==> src/rtl/instruction_fetch_unit.sv <==
// IF stage: owns the PC, drives the instruction-memory busywait handshake and
// registers the IF/ID boundary, with a one-entry stall buffer and redirect squash.
module instruction_fetch_unit #(
   parameter logic [31:0] RESET_PC  = 32'h00000000,
   parameter logic [31:0] NOP_INSTR = 32'h00000013
) (
   input  logic        CLK,
   input  logic        RESET,
   input  logic        STALL,
   input  logic        BRANCH_TAKEN,
   input  logic [31:0] BRANCH_TARGET,
   output logic [31:0] IMEM_ADDR,
   output logic        IMEM_READ,
   input  logic        IMEM_BUSYWAIT,
   input  logic [31:0] IMEM_READDATA,
   output logic [31:0] INSTRUCTION,
   output logic [31:0] PC_OUT,
   output logic [31:0] PC_PLUS4,
   output logic        VALID
);

   typedef enum logic [1:0] {
      FETCH = 2'd0,
      HOLD  = 2'd1,
      DROP  = 2'd2
   } state_t;

   state_t      state_q, state_d;
   logic [31:0] pc_q, pc_d;
   logic [31:0] redir_pc_q, redir_pc_d;
   logic [31:0] buf_instr_q, buf_instr_d;
   logic [31:0] buf_pc_q, buf_pc_d;
   logic [31:0] instr_q, instr_d;
   logic [31:0] pc_out_q, pc_out_d;
   logic [31:0] pc_plus4_q, pc_plus4_d;
   logic        valid_q, valid_d;
   logic [31:0] target;

   assign target      = {BRANCH_TARGET[31:2], 2'b00};
   assign IMEM_ADDR   = pc_q;
   assign IMEM_READ   = ((state_q == FETCH) || (state_q == DROP)) && !RESET;
   assign INSTRUCTION = instr_q;
   assign PC_OUT      = pc_out_q;
   assign PC_PLUS4    = pc_plus4_q;
   assign VALID       = valid_q;

   always_ff @(posedge CLK or posedge RESET) begin
      if (RESET) begin
         state_q     <= FETCH;
         pc_q        <= RESET_PC;
         redir_pc_q  <= '0;
         buf_instr_q <= '0;
         buf_pc_q    <= '0;
         instr_q     <= NOP_INSTR;
         pc_out_q    <= '0;
         pc_plus4_q  <= '0;
         valid_q     <= 1'b0;
      end else begin
         state_q     <= state_d;
         pc_q        <= pc_d;
         redir_pc_q  <= redir_pc_d;
         buf_instr_q <= buf_instr_d;
         buf_pc_q    <= buf_pc_d;
         instr_q     <= instr_d;
         pc_out_q    <= pc_out_d;
         pc_plus4_q  <= pc_plus4_d;
         valid_q     <= valid_d;
      end
   end

   // Whenever VALID falls, INSTRUCTION is forced to the NOP so ID never decodes stale words.
   always_comb begin
      state_d     = state_q;
      pc_d        = pc_q;
      redir_pc_d  = redir_pc_q;
      buf_instr_d = buf_instr_q;
      buf_pc_d    = buf_pc_q;
      instr_d     = instr_q;
      pc_out_d    = pc_out_q;
      pc_plus4_d  = pc_plus4_q;
      valid_d     = valid_q;

      case (state_q)
         FETCH: begin
            if (IMEM_BUSYWAIT) begin
               if (BRANCH_TAKEN) begin
                  redir_pc_d = target;
                  valid_d    = 1'b0;
                  instr_d    = NOP_INSTR;
                  state_d    = DROP;
               end else if (!STALL) begin
                  valid_d = 1'b0;
                  instr_d = NOP_INSTR;
               end
            end else begin
               if (BRANCH_TAKEN) begin
                  pc_d    = target;
                  valid_d = 1'b0;
                  instr_d = NOP_INSTR;
               end else if (!STALL) begin
                  instr_d    = IMEM_READDATA;
                  pc_out_d   = pc_q;
                  pc_plus4_d = pc_q + 32'd4;
                  valid_d    = 1'b1;
                  pc_d       = pc_q + 32'd4;
               end else begin
                  buf_instr_d = IMEM_READDATA;
                  buf_pc_d    = pc_q;
                  pc_d        = pc_q + 32'd4;
                  state_d     = HOLD;
               end
            end
         end

         HOLD: begin
            if (BRANCH_TAKEN) begin
               pc_d    = target;
               valid_d = 1'b0;
               instr_d = NOP_INSTR;
               state_d = FETCH;
            end else if (!STALL) begin
               instr_d    = buf_instr_q;
               pc_out_d   = buf_pc_q;
               pc_plus4_d = buf_pc_q + 32'd4;
               valid_d    = 1'b1;
               state_d    = FETCH;
            end
         end

         DROP: begin
            valid_d = 1'b0;
            instr_d = NOP_INSTR;
            if (BRANCH_TAKEN) begin
               redir_pc_d = target;
            end
            // A redirect arriving on the same edge the stale word returns is the newest target.
            if (!IMEM_BUSYWAIT) begin
               pc_d    = BRANCH_TAKEN ? target : redir_pc_q;
               state_d = FETCH;
            end
         end

         default: state_d = FETCH;
      endcase
   end

endmodule

==> config.mk <==
export PLATFORM = sky130hd
export DESIGN_NAME = instruction_fetch_unit
export DESIGN_NICKNAME = d
export VERILOG_FILES = /design/src/rtl/instruction_fetch_unit.sv
export SDC_FILE = /design/constraint.sdc
export NUM_CORES = 1
export LEC_CHECK = 0
export ABC_AREA = 0
export ABC_CLOCK_PERIOD_IN_PS = 11640
export CAP_MARGIN = 20
export CORE_MARGIN = 2
export CORE_UTILIZATION = 45
export DETAILED_ROUTE_END_ITERATION = 7
export PLACE_DENSITY = 0.7
export SYNTH_ARGS = -nofsm -noshare
export SYNTH_HDL_FRONTEND = slang
export SYNTH_SLANG_ARGS = --single-unit
==> constraint.sdc <==
create_clock -name CLK -period 11.64 [get_ports CLK]
set_input_delay 3.492 -clock CLK [delete_from_list [all_inputs] [get_ports CLK]]
set_output_delay 3.492 -clock CLK [all_outputs]
set_load 0.005 [all_outputs]
==> flow_metrics.tcl <==
set metrics [dict create \
    status "completed" \
    vias 8884 \
    max_stage_delay_ps 510 \
    p_int_mw 2.32 \
    n_antenna_cell 0 \
    rows 57 \
    maxCapViolCount 0 \
    end_kind "primary output" \
    hpwl_um 20500 \
    fin_crit_ps 8130 \
    clk_latency_ps 520 \
    pre_cts_slack_ps 3500 \
    p_sw_share_pct 36.4 \
    p_seq_share_pct 39.8 \
    path_clk_slew_ps 60 \
    power_density_nw_per_um2 258 \
    io_pins 199 \
    drc 0 \
    io_buffers 196 \
    cts_buffer_depth 3 \
    hp-class "flop to flop" \
    fin_cells 1571 \
    nFillCells 2132 \
    final-max-slew-violation-count 0 \
    post_cts_resized 0 \
    clkPwrFrac_pct 20.2 \
    gp_congestion 0.884 \
    grt_start_max_net_pins 151 \
    yosys.area.top_type "dfrtp_1" \
    place_area_um2 13300 \
    yosysTopAreaCellShare_pct 49.6 \
    slew_headroom_pct 36.9 \
    hold_viol 0 \
    synth.area.top_cells "dfrtp_1 50%, mux2_2 9.6%, nand2_1 4.9%" \
    synthArstFlopShare_pct 100 \
    p_sw_mw 1.33 \
    critPathRequiredTime_ps 8150 \
    start_kind "input pin" \
    grt_use_total_pct 23.2 \
    syn_area_um2 11200 \
    yosysWarnings 0 \
    ys_seq_area_share_pct 50.3 \
    path_class "input pin to primary output" \
    drtIter0Drc 659 \
    crit_path_frequent_cell "clkdlybuf4s50_1" \
    p_leak_nw 5.69 \
    htreeDepth 1 \
    cp_cell_sequence "clkdlybuf4s50_1 > nor2_1 > clkdlybuf4s50_1" \
    design_area_um2 14100 \
    drt_wl_total_um 30200 \
    first_pass_iters 6 \
    min_period_over_period_pct 69.9 \
    area_delta_synth_final_pct 26.1 \
    root_buffer "clkbuf_16" \
    setup_tns_ps 0 \
    die_w_um 162 \
    p_comb_share_pct 39.9 \
    dieArea_um2 26200 \
    via_per_inst 5.65 \
    numCtsBuffers 25 \
    grt_pass1_wl_um 48900 \
    dp.cells 1530 \
    grt_pass1_vias 8758 \
    synth_edf_count 0 \
    fmax_mhz 123 \
    whs_ps 474 \
    peakVddDrop_mv 0.137 \
    fin_ws_ps 3510 \
    rsz0062_at_grt "no" \
    tightest_slew_ps 938 \
    nNetsFinal 1309 \
    synth_nets 1158 \
    setup_viol_count_final 0 \
    tritoncts "yes" \
    syn_avg_cell_area_um2 10.3 \
    grt.overflow.total 0 \
    ys_types 57 \
    ant_nets 0 \
    drive_above_1_share_pct 13.2 \
    antenna_found_initial 3 \
    cts_hold_buf 0 \
    postSynthCellCount 1083 \
    ys_ff_latch 225 \
    critPathSlowestCell "clkdlybuf4s50_1" \
    fin_skew_ps 14.2 \
    coreArea_um2 24400 \
    die_y_um 162 \
    critPathArrivalTime_ps 4640 \
    crit_fanout 2 \
    ys.flop_type "dfrtp_1" \
    cts.sinks 225 \
    post_cts_buffers 0 \
    wl_per_cell_um 19.3 \
    start_util_pct 45.9 \
]
metrics by stage:
stage,utilization [%],power [mW]
3_3_place_gp,54.7,2.87
3_5_place_dp,54.7,2.92
4_1_cts,57.8,3.66
6_report,57.9,3.65
2_1_floorplan,-,2.25
5_1_grt,57.9,3.90
cell usage after synthesis, types with 6 or more instances:
cell type and n:
a21oi_1 20, a222oi_1 8, a22oi_1 46, and2_1 6, and3_1 11, buf_1 13, buf_2 12, buf_4 6
clkbuf_1 56, dfrtp_1 222, ha_1 6, inv_1 9, mux2_2 96, mux2i_1 40, nand2_1 147, nand3_1 31
nand4_1 19, nor2_1 51, nor3_1 10, o21a_1 9, o21ai_0 98, o221ai_1 10, o22ai_1 10, o31ai_1 29
xnor2_1 27, xor2_1 28
kinds of logic (layout without fill, tap and decap cells):
kind of cell             after synthesis  in the layout  synth area share (%)
buffers and inverters                 97            261                  3.58
adder cells (fa/ha/maj)                6              6                 0.670
AND/OR/NAND/NOR                      298            298                  12.2
AO/OA/AOI/OAI                        264            264                  15.5
XOR/XNOR                              55             55                  4.30
multiplexers                         138            138                  13.5
flip-flops                           225            225                  50.3
routing by layer:
layer / share of wire (%) / wire length, um / up-vias / GRT usage [%]
li1: - / - / 4218 / -
met1: 44 / 13300 / 4321 / 32.3
met2: 45 / 13600 / 282 / 36.0
met3: 7.5 / 2260 / 59 / 5.72
met4: 3.3 / 997 / 4 / 7.28
met5: 0.089 / 27 / - / 0
path summary, 6_finish.rpt:
kind / from / end / slack [ps] / depth (start not counted)
worst min-delay path: PC_OUT[20] / PC_OUT[20] / 470 / 2
worst max-delay path: RESET / IMEM_READ / 3510 / 3
min in group asynchronous: RESET / buf_pc_q[1] / 3470 / 2
worst max register to register: state_q[1] / PC_PLUS4[30] / 8420 / 8
worst min register to register: PC_OUT[20] / PC_OUT[20] / 470 / 2
max in group asynchronous: RESET / PC_OUT[29] / 6830 / 3
flip-flops by register name, summed over array words and instances, names as in the netlist:
signal	cells
IMEM_ADDR	32
INSTRUCTION	32
PC_OUT	32
buf_instr_q	32
buf_pc_q	32
redir_pc_q	32
PC_PLUS4	30
state_q	2
VALID	1
cells in the final DEF, fill, tap and decap left out, types with 7 or more instances in the layout:
cell / n
a21oi_1: 20
nand2_1: 147
a22oi_1: 46
clkbuf_16: 25
and3_1: 10
nor3_1: 10
nand4_1: 19
mux2_2: 96
o21a_1: 9
xor2_1: 28
buf_4: 14
o221ai_1: 10
a222oi_1: 8
dfrtp_1: 222
nand3_1: 31
mux2i_1: 40
and2_1: 7
nor2_1: 50
clkbuf_8: 7
o22ai_1: 10
o21ai_0: 98
xnor2_1: 27
o31ai_1: 29
clkdlybuf4s50_1: 195
inv_1: 8
worst max-delay path, delay by kind of cell:
family        cells  cell delay, ps
simple gates      1             140
buf+inv           2            1010
cell type report:
cell class / instances / area, um^2 / share of cell area (%)
multi-input cells: 761 / 5200 / 36.8
flip-flops and latches: 225 / 5630 / 39.9
clock buffers: 37 / 741 / 5.24
well taps: 324 / 405 / 2.87
repair buffers: 211 / 2090 / 14.8
clock inverters: 3 / 15.0 / 0.106
inverters: 10 / 45.0 / 0.319
power groups by stage:
stage,combinational [mW],sequential [mW],clock (mW)
final,1.46,1.45,0.739
after global routing,1.61,1.50,0.788
after CTS,1.47,1.45,0.752
after detailed placement,1.46,1.46,0
after global placement,1.43,1.44,0
after floorplan,0.908,1.35,0
Note: power is estimated with default switching activity, not from simulation.
==> edit 1, RTL diff (config.mk and constraints unchanged) <==
Register the input `BRANCH_TARGET` before use. The logic sees it one clock later. The other inputs are not delayed to match.
--- a/src/rtl/instruction_fetch_unit.sv
+++ b/src/rtl/instruction_fetch_unit.sv
@@ -26,4 +26,10 @@
    } state_t;
 
+   logic [31:0] BRANCH_TARGET_q;
+
+   always_ff @(posedge CLK) begin
+      BRANCH_TARGET_q <= BRANCH_TARGET;
+   end
+
    state_t      state_q, state_d;
    logic [31:0] pc_q, pc_d;
@@ -37,5 +43,5 @@
    logic [31:0] target;
 
-   assign target      = {BRANCH_TARGET[31:2], 2'b00};
+   assign target      = {BRANCH_TARGET_q[31:2], 2'b00};
    assign IMEM_ADDR   = pc_q;
    assign IMEM_READ   = ((state_q == FETCH) || (state_q == DROP)) && !RESET;
Check against the original RTL: not equivalent (Yosys sat finds a counterexample within 4 cycles, from zero or initial values and one cycle with RESET high).
==> edit 1 against the unedited design <==
The flow now finishes with violations (design-rule violations). Area after synthesis up 7.2%. Sequential cell count up 30. Clock skew down 0.85 ps. Design area up 6.6%. Setup slack about the same. Wire length up 6.8%. Core utilization down 0.31 points. Power up 9.5%. Synthesized cell count up 4.3%. Clock power up 18%. Critical endpoint unchanged.
==> edit 1: results (changes against the unedited design) <==
| Metric | Value |
|---|---|
| Met1 usage | `31.7% (was 32.3%)` |
| Asr flop ratio synth | `88.2% (was 100%)` |
| Synthesized Nets | `1205 (was 1158)` |
| R2R Path End | `PC_PLUS4[26] (was PC_PLUS4[30])` |
| Insertion delay to the later sink of the worst-skew pair | `540 ps (was 520 ps)` |
| Pleak | `6.01 nW (was 5.69 nW)` |
| Placed cell area | `14200 um2 (was 13300 um2)` |
| Commonest cells in the netlist | `dfrtp_1, nand2_1, mux2_2, o21ai_0, clkbuf_1 (was dfrtp_1, nand2_1, o21ai_0, mux2_2, clkbuf_1)` |
| Antenna Cells | `0 (unchanged)` |
| GRT Util Overall | `22.7% (was 23.2%)` |
| Worst reg-to-reg path cell count | `8 (unchanged)` |
| Drt wl/cell | `19.8 um (was 19.3 um)` |
| Slew HR | `37.8% (was 36.9%)` |
| Post-Syn Area per Cell | `10.6 um2 (was 10.3 um2)` |
| Final GP Congestion | `0.938 (was 0.884)` |
| First-pass DRT Iterations | `8 (was 6)` |
| Synth area leaders | `dfrtp_1, mux2_2, dfxtp_1 (was dfrtp_1, mux2_2, nand2_1)` |
| Reg2reg setup slack | `8160 ps (was 8420 ps)` |
| Max incr delay on CP | `510 ps (about the same)` |
| Worst setup path startpoint | `RESET (unchanged)` |
| GR Util met2 | `34.3% (was 36.0%)` |
| Via density | `5.83 (was 5.65)` |
| CTS resizes | `0 (unchanged)` |
| Hold slack | `470 ps (was 474 ps)` |
| WL met3 | `3040 um (was 2260 um)` |
| VDD IR max | `140 uV (was 137 uV)` |
| Antenna violations before repair | `2 (was 3)` |
| Fillers | `2253 (was 2132)` |
| Met2 wire length | `14200 um (was 13600 um)` |
| Setup WS pre-CTS | `3510 ps (was 3500 ps)` |
| Crit path time final | `8130 ps (about the same)` |
| Status | `finished with violations (was finished, final reports clean)` |
| Clk slew on worst S/H paths | `60 ps (about the same)` |
| Vias in the first global route | `9282 (was 8758)` |
| H-tree levels | `1 (unchanged)` |
| Nets | `1348 (was 1309)` |
| Post-synth cell types | `58 (was 57)` |
| Placed cells | `1578 (was 1530)` |
| Initial DRC count | `654 (was 659)` |
| Register area share after synthesis | `51.9% (was 50.3%)` |
| Violated checks | `design-rule violations` |
| Share of layout cells above drive strength 1 | `13.4% (was 13.2%)` |
| # DRC | `14 (was 0)` |
| Largest net degree at the start of global routing | `107 (was 151)` |
| Min-Delay Endpoint | `INSTRUCTION[7] (was PC_OUT[20])` |
| Final WL | `32300 um (was 30200 um)` |
| M3 GR Usage | `6.24% (was 5.72%)` |
| Worst Clk Skew | `13.3 ps (was 14.2 ps)` |
| HP Start | `INSTRUCTION[7] (was PC_OUT[20])` |
| Max layer used | `met5 (unchanged)` |
| Worst Path Arrival | `4640 ps (about the same)` |
| Post-Route M1 WL | `14000 um (was 13300 um)` |
| TritonCTS Buffers | `28 (was 25)` |
| First-pass GRT wire length | `51500 um (was 48900 um)` |
| Net Sw Frac | `36.1% (was 36.4%)` |
| Dpl hpwl | `21800 um (was 20500 um)` |
==> edit 1: power groups by stage <==
stage	Combinational [mW]	Clock [mW]	Sequential [mW]
2_1_floorplan	0.976	0	1.46
3_3_place_gp	1.49	0	1.58
3_5_place_dp	1.53	0	1.60
4_1_cts	1.54	0.888	1.59
5_1_grt	1.68	0.920	1.65
6_report	1.53	0.869	1.60
==> edit 1: cell families after synthesis <==
logic type,share of synthesized area [%]
XOR/XNOR,3.13
adder cells (fa/ha/maj),0.625
buffers and inverters,3.58
AND/OR/NAND/NOR,11.4
AO/OA/AOI/OAI,16.4
flip-flops,51.9
multiplexers,13.0
==> edit 1: cell type report <==
class	instances	area [um2]	area share (%)
Clock buffer	43	828	5.50
Clock inverter	9	75.1	0.499
Inverter	12	52.6	0.349
Multi-Input combinational cell	766	5380	35.8
Sequential cell	255	6230	41.4
Tap cell	335	419	2.78
Timing Repair Buffer	210	2060	13.7
==> edit 2, RTL diff (same flow settings) <==
Without the edit above. The parameter `NOP_INSTR` goes from 32'h00000013 to 32'h00000012.
--- a/src/rtl/instruction_fetch_unit.sv
+++ b/src/rtl/instruction_fetch_unit.sv
@@ -3,5 +3,5 @@
 module instruction_fetch_unit #(
    parameter logic [31:0] RESET_PC  = 32'h00000000,
-   parameter logic [31:0] NOP_INSTR = 32'h00000013
+   parameter logic [31:0] NOP_INSTR = 32'h00000012
 ) (
    input  logic        CLK,
Behaviour: not the same (a bounded check fails within 4 cycles, from zero or initial values and one cycle with RESET high).
==> edit 2 against the unedited design <==
Clock skew shrank 5.4 ps. Area after synthesis grew 3.9%. Wire length grew 4.9%. Setup slack lost 8.0 ps. Critical path type unchanged. Die area grew 3.8%. Highest routed layer unchanged. Worst hold slack lost 0.59 ps. Power grew 8.5%. Sequential cell count is the same. Sequential power grew 3%. First-iteration DRC count grew 21%. Register-to-register slack lost 100 ps. Combinational power grew 6%. Design area grew 4.6%.
==> edit 2: results (changes against the unedited design) <==
| Metric | Value |
|---|---|
| Status | `finished, final reports clean (unchanged)` |
| Reg2reg setup slack | `8320 ps (was 8420 ps)` |
| Fillers | `2201 (was 2132)` |
| Placed cells | `1592 (was 1530)` |
| Vias in the first global route | `8941 (was 8758)` |
| First-pass DRT Iterations | `5 (was 6)` |
| Initial DRC count | `796 (was 659)` |
| Placed cell area | `13700 um2 (was 13300 um2)` |
| Final GP Congestion | `0.856 (was 0.884)` |
| TritonCTS Buffers | `26 (was 25)` |
| Min-Delay Endpoint | `INSTRUCTION[30] (was PC_OUT[20])` |
| Slew HR | `29.4% (was 36.9%)` |
| Synth area leaders | `dfrtp_1, mux2_2, mux2i_1 (was dfrtp_1, mux2_2, nand2_1)` |
| Drt wl/cell | `19.3 um (about the same)` |
| Commonest cells in the netlist | `dfrtp_1, nand2_1, mux2_2, o21ai_0, clkbuf_1 (was dfrtp_1, nand2_1, o21ai_0, mux2_2, clkbuf_1)` |
| Met1 usage | `32.4% (was 32.3%)` |
| Vias | `9494 (was 8884)` |
| GRT Util Overall | `23.2% (about the same)` |
| Post-synth cell types | `62 (was 57)` |
| Register area share after synthesis | `48.4% (was 50.3%)` |
| Worst Path Arrival | `4650 ps (was 4640 ps)` |
| R2R Path End | `IMEM_ADDR[13] (was PC_PLUS4[30])` |
| Final WL | `31700 um (was 30200 um)` |
| Dpl hpwl | `21100 um (was 20500 um)` |
| HP Start | `INSTRUCTION[30] (was PC_OUT[20])` |
| Synthesized Nets | `1232 (was 1158)` |
| M3 GR Usage | `5.65% (was 5.72%)` |
| Post-Syn Area per Cell | `10.1 um2 (was 10.3 um2)` |
| Worst Clk Skew | `8.74 ps (was 14.2 ps)` |
| Largest net degree at the start of global routing | `148 (was 151)` |
| Nets | `1367 (was 1309)` |
| First-pass GRT wire length | `49700 um (was 48900 um)` |
| Worst reg-to-reg path cell count | `7 (was 8)` |
==> edit 2: cell count changes after synthesis, moves of 9 or more <==
cell / change
nand4_1: +9
mux2i_1: +14
xor2_1: -10
buf_2: +13
clkbuf_1: +10
inv_1: +9
==> edit 2: logic make-up (layout without fill, tap and decap cells) <==
| kind of cell | Yosys count | in the layout | synth area share [%] |
|---|---|---|---|
| adder cells (fa/ha/maj) | 6 | 6 | 0.645 |
| AO/OA/AOI/OAI | 281 | 281 | 16.1 |
| multiplexers | 149 | 149 | 13.8 |
| XOR/XNOR | 42 | 42 | 3.16 |
| flip-flops | 225 | 225 | 48.4 |
| buffers and inverters | 125 | 279 | 4.45 |
| AND/OR/NAND/NOR | 329 | 329 | 13.4 |
| other | 0 | 2 | 0 |
==> edit 2: metal layers <==
layer	part of all wire, %	wire length (um)	vias to the layer above
met5	0.035	11	-
li1	-	-	4481
met3	8.4	2680	53
met2	46	14600	337
met1	44	13800	4621
met4	2.1	652	2
==> edit 2: worst max-delay path, cell delays in order <==
cell and delay, ps:
clkdlybuf4s50_1 510, nor2_1 140, clkdlybuf4s50_1 510
==> edit 2: how the worst max path moves through the flow <==
stage                     startpoint           end  slack [ps]
final                          RESET     IMEM_READ        3500
after global placement         RESET     IMEM_READ        3480
after global routing           RESET     IMEM_READ        3440
after floorplan                RESET  IMEM_ADDR[0]        1990
after CTS                      RESET     IMEM_READ        3490
after detailed placement       RESET     IMEM_READ        3500
==> edit 2: stage by stage <==
stage | setup WS, ps | utilization (%) | power, mW
floorplan | 1990 | - | 2.36
CTS | 3490 | 58.1 | 3.97
global route | 3440 | 58.3 | 4.21
detailed placement | 3500 | 54.2 | 3.04
finish | 3500 | 58.3 | 3.96
global placement | 3480 | 54.2 | 2.99
==> edit 2: final cells by class <==
| class | instances | area share [%] |
|---|---|---|
| well taps | 330 | 2.80 |
| flip-flops and latches | 225 | 38.1 |
| inverters | 18 | 0.508 |
| clock buffers | 36 | 5.14 |
| repair buffers | 214 | 14.4 |
| multi-input cells | 807 | 37.5 |
| clock inverters | 11 | 1.47 |
| diodes | 2 | 0.0339 |
==> edit 2: report_power, final <==
group          leakage [nW]  total (mW)  switching (mW)  internal [mW]
sequential             2.82        1.49           0.368           1.12
clock                 0.478       0.922           0.334          0.588
combinational          2.76        1.55           0.739          0.806
